===== config.mk =====
export PLATFORM = sky130hd
export DESIGN_NAME = instruction_fetch_unit
export DESIGN_NICKNAME = d
export VERILOG_FILES = /design/src/rtl/instruction_fetch_unit.sv
export SDC_FILE = /design/constraint.sdc
export NUM_CORES = 1
export LEC_CHECK = 0
export CORE_ASPECT_RATIO = 1.25
export CORE_MARGIN = 2
export CORE_UTILIZATION = 60
export DETAILED_ROUTE_END_ITERATION = 10
export MAX_ROUTING_LAYER = met4
export PLACE_DENSITY = 0.83
export SYNTH_ARGS = -nofsm -noshare
export SYNTH_HDL_FRONTEND = slang
export SYNTH_SLANG_ARGS = --single-unit

===== constraint.sdc =====
create_clock -name clk -period 8.3 [get_ports clk]
set_input_delay 1.66 -clock clk [delete_from_list [all_inputs] [get_ports clk]]
set_output_delay 1.66 -clock clk [all_outputs]
set_load 0.01 [all_outputs]

===== src/rtl/instruction_fetch_unit.sv =====
// Fetch front end: PC, in-order imem requests,
// instruction FIFO toward decode, redirect flush.
module instruction_fetch_unit #(
  parameter int XLEN = 64,
  parameter logic [XLEN-1:0] RESET_PC = '0,
  parameter int DEPTH = 4
) (
  input  logic            clk,
  input  logic            reset,
  output logic            imem_req,
  output logic [XLEN-1:0] imem_addr,
  input  logic            imem_gnt,
  input  logic            imem_rvalid,
  input  logic [31:0]     imem_rdata,
  output logic            inst_valid,
  output logic [31:0]     inst,
  output logic [XLEN-1:0] inst_pc,
  input  logic            inst_ready,
  input  logic            redirect_valid,
  input  logic [XLEN-1:0] redirect_pc
);

  localparam int CW = $clog2(DEPTH + 1);
  localparam int AW = $clog2(DEPTH);
  localparam logic [CW:0] LIM = DEPTH[CW:0];

  logic [XLEN-1:0] fetch_pc;
  logic [XLEN-1:0] resp_pc;
  logic [XLEN-1:0] target;
  logic [CW-1:0]   count;
  logic [CW-1:0]   outstanding;
  logic [CW-1:0]   drop_cnt;
  logic [CW:0]     inflight;
  logic [AW-1:0]   wptr;
  logic [AW-1:0]   rptr;
  logic [31:0]     mem_inst [DEPTH];
  logic [XLEN-1:0] mem_pc [DEPTH];
  logic            accept;
  logic            rsp;
  logic            push;
  logic            pop;
  logic            unused_bits;

  assign target = {redirect_pc[XLEN-1:2], 2'b00};
  assign unused_bits = ^redirect_pc[1:0];

  // buffered plus in-flight never exceeds DEPTH
  assign inflight = {1'b0, count}
                  + {1'b0, outstanding};
  assign imem_req = reset && !redirect_valid
                  && (inflight < LIM);
  assign imem_addr = fetch_pc;
  assign accept = imem_req && imem_gnt;

  assign rsp = imem_rvalid
             && (outstanding != '0);
  assign push = rsp && (drop_cnt == '0)
              && !redirect_valid;

  assign inst_valid = reset && (count != '0)
                    && !redirect_valid;
  assign pop = inst_valid && inst_ready;
  assign inst = mem_inst[rptr];
  assign inst_pc = mem_pc[rptr];

  always_ff @(posedge clk) begin
    if (reset && push) begin
      mem_inst[wptr] <= imem_rdata;
      mem_pc[wptr] <= resp_pc;
    end
  end

  always_ff @(posedge clk) begin
    if (!reset) begin
      fetch_pc <= RESET_PC;
      resp_pc <= RESET_PC;
      count <= '0;
      outstanding <= '0;
      drop_cnt <= '0;
      wptr <= '0;
      rptr <= '0;
    end else if (redirect_valid) begin
      fetch_pc <= target;
      resp_pc <= target;
      count <= '0;
      wptr <= '0;
      rptr <= '0;
      // everything still in flight is stale
      drop_cnt <= outstanding - CW'(rsp);
      outstanding <= outstanding - CW'(rsp);
    end else begin
      if (accept)
        fetch_pc <= fetch_pc + XLEN'(4);
      outstanding <= outstanding
                   + CW'(accept) - CW'(rsp);
      if (rsp && (drop_cnt != '0))
        drop_cnt <= drop_cnt - CW'(1);
      if (push) begin
        resp_pc <= resp_pc + XLEN'(4);
        wptr <= wptr + AW'(1);
      end
      if (pop)
        rptr <= rptr + AW'(1);
      unique case (1'b1)
        (push && !pop): count <= count + CW'(1);
        (pop && !push): count <= count - CW'(1);
        default: ;
      endcase
    end
  end

endmodule


=== Word-level counts from Yosys, hierarchy flattened ===
Memory sizes are Yosys's and may differ from the RTL's. A register that Yosys moved wholly into a read port is not among the register bits.
Cells that the tools add are included.
Widths: inputs -> output; s select.

* Memory bits (writable): 384
* Flip-flop bits (word level): 141
* Output and inout port bits: 162
* Memories: 2
* Word-level logic and storage cells: 63

{| class="wikitable"
|+ Memory list
! name !! words !! width !! rd ports !! clocked after memory_dff !! write ports !! line !! RTL
|-
| mem_pc || 4 || 64 || 1 || 1 || 1 || 37 || <nowiki>logic [XLEN-1:0] mem_pc [DEPTH];</nowiki>
|-
| mem_inst || 4 || 32 || 1 || 1 || 1 || 36 || <nowiki>logic [31:0] mem_inst [DEPTH];</nowiki>
|}

* Order comparisons: 1
* Bitwise gates (word level): 1
* Reduce and logical (&&, ||, !) cells: 25
* Muxes and demuxes: 14
* Add/subtract/negate cells: 11

{| class="wikitable"
|+ Operators with widths
! operator !! number
|-
| $mux 64 || 4
|-
| $add 64x3->64 const B || 2
|-
| $logic_and 1x1->1 || 13
|-
| $mux 3 || 3
|-
| $reduce_bool 3->1 || 3
|-
| $mux 2 || 4
|-
| $reduce_bool 2->1 || 4
|-
| $pmux 3 s2 || 1
|-
| $sub 3x1->3 || 2
|-
| $sub 3x1->3 const B || 2
|-
| $add 2x1->2 const B || 2
|-
| $add 3x3->4 || 1
|-
| $lt 4x3->1 const B || 1
|-
| $add 3x1->3 || 1
|-
| $add 3x1->3 const B || 1
|-
| $logic_not 1->1 || 3
|-
| $logic_not 3->1 || 1
|-
| $mux 1 || 2
|-
| $reduce_or 2->1 || 1
|-
| $not 1->1 || 1
|}

=== Depth between registers and ports, before layout ===
* Depth after elaboration: 7
* Depth in mapped cells: 14

=== Worst setup path after synthesis ===
No wires, ideal clock.

* Kind: in2reg
* Start point: input port redirect_valid
* End point: memory mem_inst[0][0] (enable)
* Stages: 4
* Path slack: 3.049 ns
* Buffers on the path: 1
* Arrival: 4.788 ns
* Setup time: 0.463 ns
* Path through: clkbuf_1 -> nand2b_1 -> nor3_1 -> and2_1

* Longest elaborated chain between the ends: 5

{| class="wikitable"
|+ RTL lines
! what !! line !! RTL
|-
| start: declaration || 19 || <nowiki>input logic redirect_valid,</nowiki>
|-
| $logic_not 1->1 || 58 || <nowiki>&& !redirect_valid;</nowiki>
|-
| $logic_and 1x1->1 || 58 ||
|-
| $logic_and 1x1->1 || 67 || <nowiki>if (reset && push) begin</nowiki>
|-
| $mux 1 || 67 ||
|-
| $mux 1 (not written as such) || 68 || <nowiki>mem_inst[wptr] <= imem_rdata;</nowiki>
|-
| end: declaration || 36 ||
|}

No other way between the ends.

=== Worst setup path in the final report ===
* Start point: input port redirect_valid
* End point: output port inst_valid

* Longest elaborated chain between the ends: 2

{| class="wikitable"
|+ RTL lines
! what !! line !! RTL
|-
| $logic_not 1->1 || 61 || <nowiki>&& !redirect_valid;</nowiki>
|-
| $logic_and 1x1->1 || 61 ||
|-
| end: declaration || 15 || <nowiki>output logic inst_valid,</nowiki>
|}

No other way between the ends.

==> results by group <==
Outcome
  – Status: complete, no violations

Timing
  – Slew margin rel.: 14.4%
  – Hold Fails Final Rpt: 0
  – Hold WS: 529 ps
  – Final setup viols: 0
  – Maximum clock frequency: 204 MHz
  – Setup tns final: 0 ps
  – Final min period: 4910 ps
  – RSZ-0062 raised after global routing: false
  – Final slew viol count: 0
  – Final period util: 59.2%
  – Clk_skew: 13.8 ps
  – Slew @ Worst Pin: 1270 ps

Floorplan
  – Die area: 0.0377 mm2
  – Row count: 77
  – Io pins: 264
  – Die width: 174 um
  – Core area: 0.0356 mm2
  – Starting Density: 61.1%
  – Die Height: 217 um

CTS
  – CTS tree: yes
  – Post-CTS Resized: 0
  – CTS Root Cell: clkbuf_16
  – CTS max path bufs: 3
  – Postcts setup bufs: 0
  – Cts hold-fix bufs: 0
  – Worst-path clk slew: 60 ps
  – Worst-Skew Late Latency: 550 ps
  – Total CTS buffers: 46
  – H-tree level count: 2
  – Clock Sinks: 515

Routing
  – Iter 0 DRT Violations: 1283
  – Routed Antenna Nets: 0
  – WL/cell: 24.0 um
  – Aggregate routed wire length: 54700 um
  – # DRC: 0
  – Via density: 6.48
  – Via count: 14.8k
  – Pre-antenna DRT Iters: 5

Global route
  – Initial antenna violation count: 0
  – Met2 Track Usage GR: 48.3%
  – Largest net degree at the start of global routing: 96
  – Total grt overflow: 0
  – Met3 Use GR: 4.04%
  – Vias in the first global route: 14.7k
  – Most used routing layer: met2
  – Overall Global Routing Usage: 30.1%
  – Met1 GRT Util: 40.2%
  – First-pass GRT wire length: 84800 um

Worst setup path
  – Crit. Startpoint: redirect_valid
  – Worst EP required: 6640 ps
  – CP max-delay cell: nand2b_1
  – Critical path, cell by cell: buf_2 > nand2b_1 > nor2_1 > clkdlybuf4s50_1
  – Worst path top cell family by delay: buffers and inverters
  – Buf/Inv on CP: 2
  – Crit path DAT: 3250 ps
  – Crit path max fanout: 28
  – Crit end category: output pin
  – WS Path Type: primary input to output pin
  – Reg-to-reg setup timing slack: 4660 ps
  – CP startpoint kind: primary input
  – WP depth: 4
  – CP max stage delay: 510 ps
  – Worst R2R Path Depth: 6
  – Worst flop-to-flop path startpoint: drop_cnt[0]

Cells and area
  – Layout cells sized above 1: 11.2%
  – Layout area overhead: 21.0%
  – Layout Nets: 1893
  – ANT cells: 0
  – Register Area: 0.0141 mm2
  – FILL cells: 2201
  – Multi-input logic area: 0.00724 mm2
  – Layout Cells excl Fill: 2285

Synthesis
  – Seq/Total Area, Yosys: 64.8%
  – Cell accounting for the most synthesized area: edfxtp_1
  – Most frequent cell after synthesis: edfxtp_1
  – Top cells by area, synth: edfxtp_1, dfxtp_1, mux4_2
  – Post-synth EDFFs: 376
  – Post-Syn Area per Cell: 14.1 um2
  – Synthesized area: 0.0217 mm2
  – Top FF cell, synth: edfxtp_1
  – Synth top area share: 52.0%
  – Cell count after synthesis: 1536
  – Netlist cell types: 60
  – Yosys Warn Count: 0
  – Post-synth top cells: edfxtp_1, dfxtp_1, mux4_2
  – Post-synth ARST share: 0%
  – Synth Register Bits: 515

Power
  – Overall Power: 5.66 mW
  – VDD IR max: 155 uV
  – Leakage power: 8.21 nW
  – PD cells: 216 mW/mm2

Place
  – Final HPWL DP: 35400 um
  – Port bufs: 257
  – Routability congestion estimate: 0.944
  – Inst Count DP: 2200

Run
  – Max cap viols: 0

Hold path
  – Hold crit path type: flop to flop
  – Hold depth: 2
  – Hold_sp: count[2]
-- worst min-delay path, cell delays in order (launching register included) --
cell,delay (ps)
dfxtp_1,340
o21ai_0,80
a21oi_1,60
-- registers in the layout, summed over array words and instances (netlist names), named ones only --
signal and cells:
mem_pc 248, count 3, drop_cnt 3, resp_pc 62
rptr 2, outstanding 3, imem_addr 62, mem_inst 128
wptr 2
-- final cells by class --
type	instances	share of cell area, %
clock inverters	34	1.51
well taps	474	2.26
repair buffers	269	10.1
clock buffers	51	4.57
multi-input cells	915	27.6
inverters	27	0.395
flip-flops and latches	515	53.6
-- power by group --
part | switching, mW | internal [mW]
Sequential | 0.111 | 2.85
Clock | 0.910 | 1.33
Combinational | 0.242 | 0.227
-- final timing paths --
check	endpoint
max reg2reg	mem_pc[3][13]
min reg2reg	count[2]
min	count[2]
max	inst_valid
-- layer usage --
metal / wire [um] / up-vias / part of all wire (%)
li1: - / 6576 / -
met1: 22000 / 7328 / 40
met2: 26800 / 788 / 49
met3: 4190 / 115 / 7.7
met4: 1730 / 0 / 3.2
met5: 0 / - / 0
-- layout by cell type, fill, tap and decap left out, drive strengths merged, types with 18 or more instances in the layout --
| cell | netlist | routed |
|---|---|---|
| clkbuf | 64 | 51 |
| and4 | 35 | 35 |
| nand3 | 58 | 58 |
| and2 | 18 | 18 |
| nor4 | 42 | 42 |
| edfxtp | 376 | 376 |
| a211oi | 18 | 18 |
| a31oi | 24 | 24 |
| clkinv | 2 | 22 |
| nand4 | 54 | 54 |
| clkdlybuf4s50 | 0 | 255 |
| mux4 | 94 | 94 |
| dfxtp | 139 | 139 |
| xor2 | 23 | 23 |
| or4 | 18 | 18 |
| nor3 | 44 | 44 |
| and3 | 25 | 25 |
| o21ai | 74 | 74 |
| inv | 25 | 28 |
| nor2 | 57 | 57 |
| nand2 | 90 | 90 |
| xnor2 | 39 | 39 |
| a21oi | 63 | 63 |
-- logic make-up (layout without fill, tap and decap cells) --
family / after synthesis / after routing / synth area share, %
multiplexers: 100 / 100 / 10.0
other: 1 / 4 / 0.0173
AND/OR/NAND/NOR: 495 / 495 / 13.0
adder cells (fa/ha/maj): 17 / 17 / 1.05
flip-flops: 515 / 515 / 64.8
buffers and inverters: 109 / 381 / 1.96
AO/OA/AOI/OAI: 237 / 237 / 6.67
XOR/XNOR: 62 / 62 / 2.50
-- per-stage QoR --
stage	setup WS, ps	cell area, um2	util [%]
finish	3390	26300	73.9
global route	3150	26300	73.9
CTS	3390	26300	73.9
detailed placement	2870	24700	69.4
global placement	2920	24700	69.4
floorplan	3050	21700	-
(Power assumes the default switching activity.)
